## config.mk

```make
export PLATFORM = sky130hd
export DESIGN_NAME = pwm_capture
export DESIGN_NICKNAME = d
export VERILOG_FILES = /design/src/rtl/pwm_capture_pkg.sv /design/src/rtl/pwm_capture_sync_2ff.sv /design/src/rtl/pwm_capture.sv
export SDC_FILE = /design/constraint.sdc
export NUM_CORES = 1
export LEC_CHECK = 0
export CORE_UTILIZATION = 50
export CTS_BUF_LIST = sky130_fd_sc_hd__clkbuf_16
export DETAILED_ROUTE_END_ITERATION = 16
export PLACE_DENSITY_LB_ADDON = 0.08
export SYNTH_ARGS = -nofsm -noshare
export SYNTH_HDL_FRONTEND = slang
export SYNTH_SLANG_ARGS = --single-unit
```

## constraint.sdc

```tcl
create_clock -name clk -period 2.25 [get_ports clk]
set_input_delay 0.225 -clock clk [delete_from_list [all_inputs] [get_ports clk]]
set_output_delay 0.225 -clock clk [all_outputs]
set_load 0.005 [all_outputs]
```

## src/rtl/pwm_capture_pkg.sv

```systemverilog
// Shared types and constants for the PWM input-capture peripheral.
package pwm_capture_pkg;

    // Measurement phases of the capture engine.
    typedef enum logic [1:0] {
        IDLE = 2'd0,
        ARM  = 2'd1,
        HIGH = 2'd2,
        LOW  = 2'd3
    } captureState;

    // CPU-visible register addresses.
    localparam logic [1:0] ADDR_CTRL   = 2'd0;
    localparam logic [1:0] ADDR_HIGH   = 2'd1;
    localparam logic [1:0] ADDR_PERIOD = 2'd2;

    // CTRL register bit positions.
    localparam int EN    = 0;
    localparam int VALID = 1;
    localparam int OVF   = 2;
    localparam int LEVEL = 3;

endpackage

```

## src/rtl/pwm_capture_sync_2ff.sv

```systemverilog
// Two-stage synchronizer for a single asynchronous input, cleared by reset.
module sync_2ff (
    input  logic clk,
    input  logic rst,
    input  logic asyncIn,
    output logic syncOut
);

    logic metaStage;

    // Shift the async input through two flops to settle metastability.
    always_ff @(posedge clk) begin
        if (!rst) begin
            metaStage <= 1'b0;
            syncOut   <= 1'b0;
        end else begin
            metaStage <= asyncIn;
            syncOut   <= metaStage;
        end
    end

endmodule

```

## src/rtl/pwm_capture.sv

```systemverilog
// PWM input capture: measures high time and period of an external waveform
// in clk cycles and exposes them through a small CPU register interface.
module pwm_capture
    import pwm_capture_pkg::*;
#(
    parameter int WIDTH = 16
) (
    input  logic        clk,
    input  logic        rst,
    input  logic        bSel,
    input  logic        bWrite,
    input  logic [1:0]  bAddr,
    input  logic [31:0] bWData,
    output logic [31:0] bRData,
    input  logic        pwmInput,
    output logic        capValid
);

    localparam logic [WIDTH-1:0] CNT_MAX = '1;
    localparam logic [WIDTH-1:0] CNT_ONE = WIDTH'(1);

    logic             syncLevel;
    logic             prevLevel;
    logic             rise;
    logic             fall;
    logic             ctrlWrite;
    captureState      state;
    logic [WIDTH-1:0] cnt;
    logic [WIDTH-1:0] hiShadow;
    logic [WIDTH-1:0] highTime;
    logic [WIDTH-1:0] periodTime;
    logic             enBit;
    logic             validBit;
    logic             ovfBit;
    logic             cntFull;
    logic             setValid;
    logic             setOvf;
    logic             unusedWData;

    sync_2ff uSync (
        .clk     (clk),
        .rst     (rst),
        .asyncIn (pwmInput),
        .syncOut (syncLevel)
    );

    // One-cycle delayed copy of the synchronized level for edge detection.
    always_ff @(posedge clk) begin
        if (!rst) begin
            prevLevel <= 1'b0;
        end else begin
            prevLevel <= syncLevel;
        end
    end

    assign rise        = syncLevel & ~prevLevel;
    assign fall        = ~syncLevel & prevLevel;
    assign ctrlWrite   = bSel & bWrite & (bAddr == ADDR_CTRL);
    assign unusedWData = ^bWData[31:3];

    // Status events raised by the measurement engine this cycle.
    always_comb begin
        cntFull  = (cnt == CNT_MAX);
        setValid = enBit && (state == LOW) && rise;
        setOvf   = enBit && cntFull &&
                   (((state == HIGH) && !fall) || ((state == LOW) && !rise));
    end

    // Measurement FSM with cycle counter and result registers. IDLE with en
    // already set behaves like ARM so a rise right after enabling is not lost.
    always_ff @(posedge clk) begin
        if (!rst) begin
            state      <= IDLE;
            cnt        <= '0;
            hiShadow   <= '0;
            highTime   <= '0;
            periodTime <= '0;
        end else if (!enBit) begin
            state <= IDLE;
            cnt   <= '0;
        end else begin
            if (rise) begin
                cnt <= CNT_ONE;
            end else if (!cntFull) begin
                cnt <= cnt + CNT_ONE;
            end
            case (state)
                IDLE, ARM: begin
                    state <= rise ? HIGH : ARM;
                end
                HIGH: begin
                    if (fall) begin
                        hiShadow <= cnt;
                        state    <= LOW;
                    end else if (cntFull) begin
                        state <= ARM;
                    end
                end
                LOW: begin
                    if (rise) begin
                        highTime   <= hiShadow;
                        periodTime <= cnt;
                        state      <= HIGH;
                    end else if (cntFull) begin
                        state <= ARM;
                    end
                end
                default: state <= IDLE;
            endcase
        end
    end

    // CTRL flags: en is plain RW; valid/ovf are set by hardware, W1C by CPU,
    // and a hardware set in the same cycle as a clear wins.
    always_ff @(posedge clk) begin
        if (!rst) begin
            enBit    <= 1'b0;
            validBit <= 1'b0;
            ovfBit   <= 1'b0;
        end else begin
            if (ctrlWrite) begin
                enBit <= bWData[EN];
            end
            validBit <= setValid | (validBit & ~(ctrlWrite & bWData[VALID]));
            ovfBit   <= setOvf | (ovfBit & ~(ctrlWrite & bWData[OVF]));
        end
    end

    // Combinational read mux, independent of bSel.
    always_comb begin
        bRData = '0;
        case (bAddr)
            ADDR_CTRL: begin
                bRData[EN]    = enBit;
                bRData[VALID] = validBit;
                bRData[OVF]   = ovfBit;
                bRData[LEVEL] = syncLevel;
            end
            ADDR_HIGH:   bRData[WIDTH-1:0] = highTime;
            ADDR_PERIOD: bRData[WIDTH-1:0] = periodTime;
            default:     bRData = '0;
        endcase
    end

    assign capValid = validBit;

endmodule

```

==> metrics.yaml <==
status:
  status: "completed"
sta:
  max_freq_mhz: 514
  hold_viol_final: 0
  finalSetupViolCount: 0
  holdWs_ns: 0.442
  finalCritPeriodShare_pct: 86.5
  tightest_slew_ns: 0.606
  maxSlewHeadroom_pct: 59.4
  slew_violations: 0
  rsz0062_at_grt: "false"
  fin_tns_setup_ns: 0
  fin_skew_ns: 0.00596
  period_minus_slack_ns: 1.95
die:
  initial_utilization_pct: 52.2
  core.rowCount: 29
  die_w_um: 83.6
  dieArea_um2: 7000
  die_y_um: 83.6
  coreArea_um2: 6390
  ios: 72
yosys:
  avgSynthCellArea_um2: 8.66
  synth_edf_count: 0
  netlist_area_um2: 3330
  synth_cell_type_count: 38
  ys_warn_count: 0
  synth_top_flop_cell: "dfxtp_1"
  ys_ff_latch: 72
  synth-seq-area-share_pct: 43.2
  synthArstFlopShare_pct: 0
  synthCells: 385
clock_network:
  clkSlewWorstSetupHoldPaths_ns: 0.06
  clk_latency_ns: 0.33
  cts-root-buf: "clkbuf_16"
  postCtsSetupRepairBufs: 0
  clock_sinks: 72
  clockBufferDepth: 2
  cts_buffers: 9
  cts.htree.levels: 3
  cts_tree: "yes"
worst_setup_path:
  crit_path_max_fanout: 8
  path_cells: "ha_1 > nand3_1 > nor3_2 > a211oi_1 > mux2i_1"
  startpoint: "cnt[1]"
  crit_end: "cnt[7]"
  cpPeakStageDelay_ns: 0.58
  start_kind: "register"
  r2r_slack_ns: 0.30
  rr_endpoint: "cnt[7]"
  arrival_ns: 2.15
  cp-end-kind: "register"
  crit_type: "register to register"
  slowest_stage: "nor3_2"
  rr_worst_depth: 5
  required_ns: 2.45
  r2r-start: "cnt[1]"
layout:
  final_cell_mix: "nand2_1 (76), dfxtp_1 (72), nor2b_1 (33), a21boi_0 (33), clkdlybuf4s50_1 (24)"
  finalNetCount: 455
  final_common_cell: "nand2_1"
  syn_to_final_growth_pct: 19.1
  post-route-util_pct: 62.2
  n_antenna_cell: 0
  drive_gt1_share_pct: 7.45
grt:
  grt_overflow_total: 0
  grt_pass1_vias: 2520
  grt_pass1_wl_um: 12300
  grt_usage_pct: 22.2
  antenna_found_initial: 0
  grt_start_max_net_pins: 55
placed_design:
  port_buffers: 26
  place_congestion: 0.795
  post-dp-hpwl_um: 4780
job:
  drv_cap: 0
min_path:
  holdCritPathClass: "register to register"
power:
  p_per_area_nw_per_um2: 693
  p_total_mw: 2.75
  peakVddDrop_mv: 0.524
  p_leak_nw: 1.44
route:
  drc: 0
  finalWirelength_um: 7100
  dr_total_vias: 2675
  ant_nets: 0
  initialDrtViolationCount: 112
  routedWlPerCell_um: 14.4
  drt-pass1-iter-count: 5
  via_per_inst: 5.43
-- worst max-delay path: cells and delay by family, from the launching register on --
family                   cells  cell delay [ns]
AND/OR/NAND/NOR              2             0.78
flip-flops                   1             0.45
adder cells (fa/ha/maj)      1             0.27
AO/OA/AOI/OAI                1             0.18
multiplexers                 1             0.15
-- sequential cells by signal, summed over array words and instances (netlist names) --
register         flops
enBit                1
periodTime          16
prevLevel            1
hiShadow            16
cnt                 16
state                2
capValid             1
highTime            16
uSync.syncOut        1
ovfBit               1
uSync.metaStage      1
-- per-stage QoR --
step,area (um^2),setup WS (ns),instances
5_1_grt,3970,0.123,493
2_1_floorplan,3390,0.709,400
6_report,3970,0.303,493
4_1_cts,3950,0.0200,493
3_3_place_gp,3660,0.0298,477
3_5_place_dp,3660,-0.00441,477
-- layer usage --
metal | vias to the layer above | share of wire, % | global-route usage [%] | routed length [um]
met3 | 8 | 3.6 | 4.85 | 252
met4 | 0 | 1.4 | 8.32 | 99
li1 | 1365 | - | - | -
met1 | 1247 | 49 | 30.6 | 3500
met5 | - | 0 | 0 | 0
met2 | 55 | 46 | 34.0 | 3250
-- power breakdown --
part	internal [mW]	switching (mW)
Sequential	1.28	0.00371
Combinational	0.0576	0.0529
Clock	0.845	0.513
Total	2.18	0.570
-- final cells by class --
cell class | instances | area, um^2
clock buffers | 9 | 225
flip-flops and latches | 72 | 1440
fillers | 577 | 2410
clock inverters | 7 | 62.6
repair buffers | 38 | 393
inverters | 7 | 26.3
multi-input cells | 283 | 1730
well taps | 77 | 96.3
-- kinds of logic (layout without fill, tap and decap cells) --
family / after synthesis / after routing / synth area share [%]
AND/OR/NAND/NOR: 164 / 164 / 24.5
other: 1 / 16 / 0.113
multiplexers: 21 / 21 / 6.31
buffers and inverters: 45 / 61 / 7.17
adder cells (fa/ha/maj): 5 / 5 / 1.88
flip-flops: 72 / 72 / 43.2
AO/OA/AOI/OAI: 77 / 77 / 16.7
-- synth_stat cells, drive strengths merged (2+ instances only) --
cell	instances	area [um^2]
nor3	4	25.0
a21oi	6	30.0
ha	5	62.6
nor2	9	33.8
nor3b	3	22.5
nor2b	33	206
nand3	9	45.0
and4	4	35.0
buf	24	160
dfxtp	72	1440
and2	4	25.0
o21ai	6	30.0
a21boi	33	248
and3	2	12.5
clkbuf	14	52.6
nand2	77	292
nor4	2	12.5
a22oi	12	90.1
a31oi	4	25.0
nand4	8	50.1
mux2i	21	210
or3	5	31.3
a222oi	4	40.0
inv	7	26.3
a211oi	6	45.0
or4	2	15.0
-- how the worst min path moves through the flow --
stage,startpoint,end,slack [ns],depth (start not counted)
floorplan,pwmInput,uSync.metaStage,0.35,1
global placement,uSync.metaStage,uSync.syncOut,0.42,1
detailed placement,uSync.metaStage,uSync.syncOut,0.43,1
CTS,uSync.metaStage,uSync.syncOut,0.45,1
global route,uSync.metaStage,uSync.syncOut,0.46,1
finish,uSync.metaStage,uSync.syncOut,0.44,1
-- what timing repair did --
action                                  4_1_cts  5_1_grt
gates resized for setup                       1        5
hold buffers                                  0        0
pin swaps                                     0        3
endpoints found under the setup margin        1       16
(Power assumes the default switching activity.)
==> patch 1, RTL diff (same settings) <==
Change the package constant `EN` from 0 to 1.
--- a/src/rtl/pwm_capture_pkg.sv
+++ b/src/rtl/pwm_capture_pkg.sv
@@ -15,7 +15,7 @@
     localparam logic [1:0] ADDR_PERIOD = 2'd2;
 
     // CTRL register bit positions.
-    localparam int EN    = 0;
+    localparam int EN    = 1;
     localparam int VALID = 1;
     localparam int OVF   = 2;
     localparam int LEVEL = 3;
Behaviour: not the same (Yosys sat finds a counterexample within 4 cycles, from zero or initial values and one cycle with rst low).
==> patch 1 against the original RTL <==
Final area shrank 1.0%; final cell count shrank 1.0%; critical path type unchanged; maximum frequency grew 3.5%; worst hold slack lost 0.013 ns; critical endpoint is now cnt[15]; via count shrank 3.3%; sequential cell count is the same; first-iteration DRC count grew 33%; combinational power shrank 11%; setup slack gained 0.066 ns; sequential power is essentially flat; wire length shrank 3.9%; total power grew 3.0%; highest routed layer unchanged; area after synthesis shrank 0.38%; count of clock-buffer cells in the layout is the same.
==> patch 1: results (changes against the original RTL) <==
Parameter                              Value

Setup path
  Family with the most delay on the worst path    simple AND/OR/NAND/NOR gates
  Slowest stage cell on the critical path    sky130_fd_sc_hd__or4_1
  Worst-path fanout max    9 (+1)
  Stage delay of the slowest cell on the critical path    0.50 ns (-0.08 ns)

Global route
  Pin count of the biggest net entering global routing    56 (+1.8%)
  Wire length of the first global-routing pass    11800 um (-4.0%)
  Remaining global-route overflow    0 (unchanged)
  Via count of the first global-routing pass    2407 (-4.5%)
  Total global routing track utilization    21.5% (-0.70 points)
  Number of antenna violations at the first check in global routing    0 (unchanged)

Clock tree
  Number of buffers inserted by post-CTS setup repair    0 (unchanged)
  Worst-Skew Late Latency    0.33 ns (about the same)
  Clk slew on worst S/H paths    0.05 ns
  Worst-case clock buffer depth    2 (unchanged)
  Clock buffers created by TritonCTS    9 (unchanged)
  CTS HTree Levels    3 (unchanged)
  Clock root cell    sky130_fd_sc_hd__clkbuf_16
  Number of gates resized after CTS    1 (unchanged)

Routing
  Number of iterations in the first detailed-routing pass    5 (unchanged)
  Sum of met2 wire segment lengths after detailed routing    3000 um (-7.6%)
  Total detailed-routing wirelength    6820 um (-3.9%)
  Detailed route wirelength on metal3    256 um (+1.6%)
  Via total after detailed routing    2587 (-3.3%)
  Highest routing layer actually used    met4
  DRC violation total after the first TritonRoute iteration    149 (+33%)
  Post-route met1 wirelength    3470 um (-0.92%)

Placement
  Quantity of I/O buffers inserted on ports    25 (-3.8%)
  Detail Placement HPWL    4470 um (-6.5%)
  Routability congestion estimate from global placement    0.715 (-10%)
  Area after DPL    0.00361 mm^2 (-1.5%)

Layout
  Final antenna diode count    0 (unchanged)
  Footprint of the multi-input gates    0.00170 mm^2 (-1.4%)
  Final nets    450 (-1.1%)
  Number of filler instances in the final layout    604 (+4.7%)
  Layout cell share with drive strength beyond 1    9.25% (+1.8 points)

Yosys
  Post-synthesis sequential area ratio    43.4% (+0.16 points)
  Share of flip-flops with an asynchronous set or reset    0% (unchanged)
  Yosys cell types    39 (+2.6%)
  Most used flip-flop cell after synthesis    sky130_fd_sc_hd__dfxtp_1
  Synth area leaders    sky130_fd_sc_hd__dfxtp_1 (43%), sky130_fd_sc_hd__nand2_1 (8.1%), sky130_fd_sc_hd__a21boi_0 (7.7%)
  Cell types with the highest counts after synthesis    sky130_fd_sc_hd__dfxtp_1 (72), sky130_fd_sc_hd__nand2_1 (72), sky130_fd_sc_hd__a21boi_0 (34), sky130_fd_sc_hd__nor2b_1 (31), sky130_fd_sc_hd__clkbuf_1 (18)
  Syn. warnings    0 (unchanged)

Pwr
  Standby leakage power    1.44 nW (-0.31%)
  VDD IR-drop max    0.000512 V (-2.3%)

Run status
  Run status    finished clean

Floorplanning
  Die boundary width    83.5 um (-0.18%)

Worst hold path
  Worst min-delay path class    register to register

Timing
  Number of max-slew violations in the final report    0 (unchanged)
  Transition at the pin with the smallest max-transition slack    0.542 ns (-0.0641 ns)
  Worst clock skew on the final layout    0.00465 ns (-0.00131 ns)
-- patch 1: changes by cell type in the layout (fill, tap and decap cells not counted), moves of 3 or more --
cell,unedited run,this run
sky130_fd_sc_hd__nand2_1,76,72
sky130_fd_sc_hd__buf_4,9,15
sky130_fd_sc_hd__o31ai_1,1,5
sky130_fd_sc_hd__buf_12,3,0
sky130_fd_sc_hd__a211oi_1,6,3
sky130_fd_sc_hd__or4_1,2,6
sky130_fd_sc_hd__a21oi_1,6,11
sky130_fd_sc_hd__mux2i_1,21,17
-- patch 1: routing by layer --
metal / GRT usage, % / vias up
li1: - / 1341
met1: 30.1 / 1193
met2: 32.0 / 45
met3: 5.74 / 8
met4: 7.55 / 0
met5: 0 / -
-- patch 1: worst reg2reg max path, cell delays in order, from the launching register on --
cell and delay [ns]:
sky130_fd_sc_hd__dfxtp_1 0.47, sky130_fd_sc_hd__nand4_1 0.20, sky130_fd_sc_hd__or3_1 0.49, sky130_fd_sc_hd__or4_1 0.50, sky130_fd_sc_hd__a21oi_1 0.15
-- patch 1: final cells by class --
type | count | area share [%]
multi-input cells | 278 | 43.3
flip-flops and latches | 72 | 36.7
repair buffers | 40 | 9.36
clock buffers | 9 | 5.73
well taps | 77 | 2.45
clock inverters | 7 | 2.04
inverters | 5 | 0.477
-- patch 1: cells by family after synthesis --
family          count (synthesis)  synth area share, %
simple gates                  155                 23.9
compound gates                 84                 17.8
flops                          72                 43.4
buf+inv                        47                 7.50
mux                            17                 5.12
fa+ha+maj                       5                 1.88
other cells                     1                0.113
xor+xnor                        1                0.264
-- patch 1: stage by stage --
stage / total power, mW / setup TNS (ns) / std cells / worst slack, ns
detailed placement: 1.41 / -0.140 / 472 / -0.0445
global route: 2.93 / 0 / 488 / 0.178
CTS: 2.87 / 0 / 488 / 0.0219
global placement: 1.40 / -0.0128 / 472 / -0.0128
floorplan: 1.38 / 0 / 397 / 0.433
finish: 2.83 / 0 / 488 / 0.369
-- patch 1: worst paths after layout --
check | startpoint | cells after the start | slack (ns) | endpoint
worst max-delay path | cnt[2] | 4 | 0.37 | cnt[15]
worst min-delay path | uSync.metaStage | 1 | 0.43 | uSync.syncOut
worst max register to register | cnt[2] | 4 | 0.37 | cnt[15]
worst min register to register | uSync.metaStage | 1 | 0.43 | uSync.syncOut
-- patch 1: power by group --
group	switching, mW	leakage, nW	total (mW)	internal, mW
Clock	0.501	0.161	1.45	0.952
Combinational	0.0499	0.699	0.0989	0.0490
Sequential	0.00267	0.580	1.28	1.28
Total	0.554	1.44	2.83	2.28
==> patch 2, RTL diff (same flow settings) <==
Without the edit above. Make the reset (`rst`) asynchronous in 4 clocked blocks.
--- a/src/rtl/pwm_capture_sync_2ff.sv
+++ b/src/rtl/pwm_capture_sync_2ff.sv
@@ -9,7 +9,7 @@
     logic metaStage;
 
     // Shift the async input through two flops to settle metastability.
-    always_ff @(posedge clk) begin
+    always_ff @(posedge clk or negedge rst) begin
         if (!rst) begin
             metaStage <= 1'b0;
             syncOut   <= 1'b0;
--- a/src/rtl/pwm_capture.sv
+++ b/src/rtl/pwm_capture.sv
@@ -45,7 +45,7 @@
     );
 
     // One-cycle delayed copy of the synchronized level for edge detection.
-    always_ff @(posedge clk) begin
+    always_ff @(posedge clk or negedge rst) begin
         if (!rst) begin
             prevLevel <= 1'b0;
         end else begin
@@ -68,7 +68,7 @@
 
     // Measurement FSM with cycle counter and result registers. IDLE with en
     // already set behaves like ARM so a rise right after enabling is not lost.
-    always_ff @(posedge clk) begin
+    always_ff @(posedge clk or negedge rst) begin
         if (!rst) begin
             state      <= IDLE;
             cnt        <= '0;
@@ -112,7 +112,7 @@
 
     // CTRL flags: en is plain RW; valid/ovf are set by hardware, W1C by CPU,
     // and a hardware set in the same cycle as a clear wins.
-    always_ff @(posedge clk) begin
+    always_ff @(posedge clk or negedge rst) begin
         if (!rst) begin
             enBit    <= 1'b0;
             validBit <= 1'b0;
Behaviour: differs if rst is asserted again (counterexample within 4 cycles, from zero or initial values and one cycle with rst low); with rst held inactive, the same outputs for 10 cycles.
==> patch 2 against the original RTL <==
Final area grew 5.2%; wire length is 8.1% lower; clock skew shrank 0.0017 ns; register-to-register slack better by 0.12 ns; sequential cell count stayed put; area after synthesis up 4.6%; count of clock-buffer cells in the layout unchanged; maximum frequency is 11% lower; via count decreased by 14%; setup slack lost 0.23 ns; sequential share of layout area rose by 6.8 points.
Power is not compared: it rests on default switching activity, and its combinational part moved more than twofold at a synthesized area within 25%.
==> patch 2: results (changes against the original RTL) <==
Parameter                              Value

Run status
  Run status    finished clean

Timing
  Worst clock skew on the final layout    0.00424 ns (-0.00173 ns)
  Relative slew slack    64.5% (+5.1 points)

Setup path
  Reg2Reg Launch Point    cnt[0]
  Worst Reg-to-Reg Cells    6 (+1)
  Worst Path Arrival    1.95 ns (-0.20 ns)
  Worst-path fanout max    5 (-3)
  Internal reg-to-reg setup slack    0.42 ns (+0.12 ns)
  Worst R2R End    cnt[1]

Worst hold path
  Worst min-delay path class    primary input to register
  Hold Path Cell Cnt    1 (unchanged)
  Worst Hold End    uSync.metaStage
  Worst hold start    pwmInput

Placement
  Area after DPL    0.00383 mm^2 (+4.6%)
  Routability congestion estimate from global placement    0.757 (-4.7%)
  Detail Placement HPWL    4370 um (-8.6%)

Layout
  Layout cell share with drive strength beyond 1    27.8% (+20 points)
  Final antenna diode count    0 (unchanged)
  Final nets    373 (-18%)

Global route
  Via count of the first global-routing pass    2223 (-12%)
  Total global routing track utilization    19.9% (-2.3 points)
  Number of antenna violations at the first check in global routing    0 (unchanged)
  Pin count of the biggest net entering global routing    52 (-5.5%)
  Wire length of the first global-routing pass    11100 um (-10%)

Routing
  DRC violation total after the first TritonRoute iteration    126 (+13%)
  Post-detailed-route wirelength per cell    15.8 um (+9.4%)
  Number of iterations in the first detailed-routing pass    4 (-1)
  Vias per std cell    5.55 (+2.3%)

Yosys
  Share of flip-flops with an asynchronous set or reset    100% (+100 points)
  Syn. warnings    0 (unchanged)
  Synth area leaders    sky130_fd_sc_hd__dfrtp_1 (52%), sky130_fd_sc_hd__mux2_2 (16%), sky130_fd_sc_hd__buf_4 (4.1%)
  Cell types with the highest counts after synthesis    sky130_fd_sc_hd__dfrtp_1 (72), sky130_fd_sc_hd__mux2_2 (48), sky130_fd_sc_hd__buf_4 (19), sky130_fd_sc_hd__nor2_1 (15), sky130_fd_sc_hd__nor2b_1 (14)
  Post-synthesis sequential area ratio    51.7% (+8.4 points)
  Yosys cell types    42 (+11%)

Clock tree
  Clock buffers created by TritonCTS    9 (unchanged)
  Worst-Skew Late Latency    0.32 ns
  Clock root cell    sky130_fd_sc_hd__clkbuf_16
  Clk slew on worst S/H paths    0.06 ns (about the same)
  CTS HTree Levels    3 (unchanged)

Pwr
  VDD IR-drop max    about 0.00048 V
## patch 2: how the worst max path moves through the flow
stage	startpoint	endpoint	slack (ns)	depth (start not counted)
2_1_floorplan	cnt[0]	cnt[1]	0.56	6
3_3_place_gp	bAddr[0]	bRData[1]	0.04	7
3_5_place_dp	bAddr[0]	bRData[1]	0.04	7
4_1_cts	bAddr[0]	bRData[1]	0.02	7
5_1_grt	bAddr[0]	bRData[1]	0.01	7
6_report	bAddr[0]	bRData[1]	0.07	7
## patch 2: area by class of cell
| type | instances | area [um^2] |
|---|---|---|
| Fill cell | 566 | 2580 |
| Sequential cell | 72 | 1800 |
| Multi-Input combinational cell | 199 | 1510 |
| Timing Repair Buffer | 42 | 429 |
| Clock buffer | 9 | 225 |
| Tap cell | 80 | 100 |
| Clock inverter | 7 | 95.1 |
| Inverter | 5 | 18.8 |
## patch 2: cell families (layout without fill, tap and decap cells)
family,count (synthesis),in the layout,share of synthesized area (%)
AO/OA/AOI/OAI,42,42,8.08
adder cells (fa/ha/maj),5,5,1.79
buffers and inverters,40,63,6.82
flip-flops,72,72,51.7
multiplexers,51,51,16.4
other,1,16,0.108
AND/OR/NAND/NOR,85,85,15.1
## patch 2: timing repair
action / in CTS / in global routing
hold endpoints to repair: 21 / 0
gates resized for setup: 0 / 7
hold buffers: 1 / 0
setup endpoints to repair: 0 / 6
setup buffers: 0 / 0
## patch 2: critical path, cell delays in order
cell	delay [ns]
sky130_fd_sc_hd__clkdlybuf4s50_1	0.48
sky130_fd_sc_hd__inv_1	0.06
sky130_fd_sc_hd__ha_2	0.19
sky130_fd_sc_hd__buf_4	0.15
sky130_fd_sc_hd__a222oi_1	0.32
sky130_fd_sc_hd__nor2_1	0.07
sky130_fd_sc_hd__clkdlybuf4s50_1	0.45
## patch 2: through the flow
| stage | hold WS, ns | power, mW | util, % | setup slack (ns) | instances |
|---|---|---|---|---|---|
| 5_1_grt | 0.351 | 3.27 | 61.8 | 0.0143 | 414 |
| 4_1_cts | 0.331 | 3.17 | 61.6 | 0.0214 | 414 |
| 3_5_place_dp | 0.238 | 1.67 | 56.7 | 0.0409 | 397 |
| 2_1_floorplan | -0.0706 | 1.55 | - | 0.559 | 311 |
| 3_3_place_gp | 0.235 | 1.66 | 56.7 | 0.0448 | 397 |
| 6_report | 0.343 | 3.13 | 61.8 | 0.0735 | 414 |
## patch 2: layer usage
metal / part of all wire [%] / track usage, % / vias to the layer above / wire length (um)
met3: 3.7 / 4.62 / 2 / 243
met4: 0.48 / 5.45 / 0 / 31
met1: 49 / 29.3 / 1147 / 3210
li1: - / - / 1105 / -
met5: 0 / 0 / - / 0
met2: 46 / 29.7 / 45 / 3030
## patch 2: power breakdown
part,switching (mW),internal (mW)
Sequential,0.0392,1.34
Clock,0.519,0.971
Combinational,0.139,0.125
Total,0.697,2.44
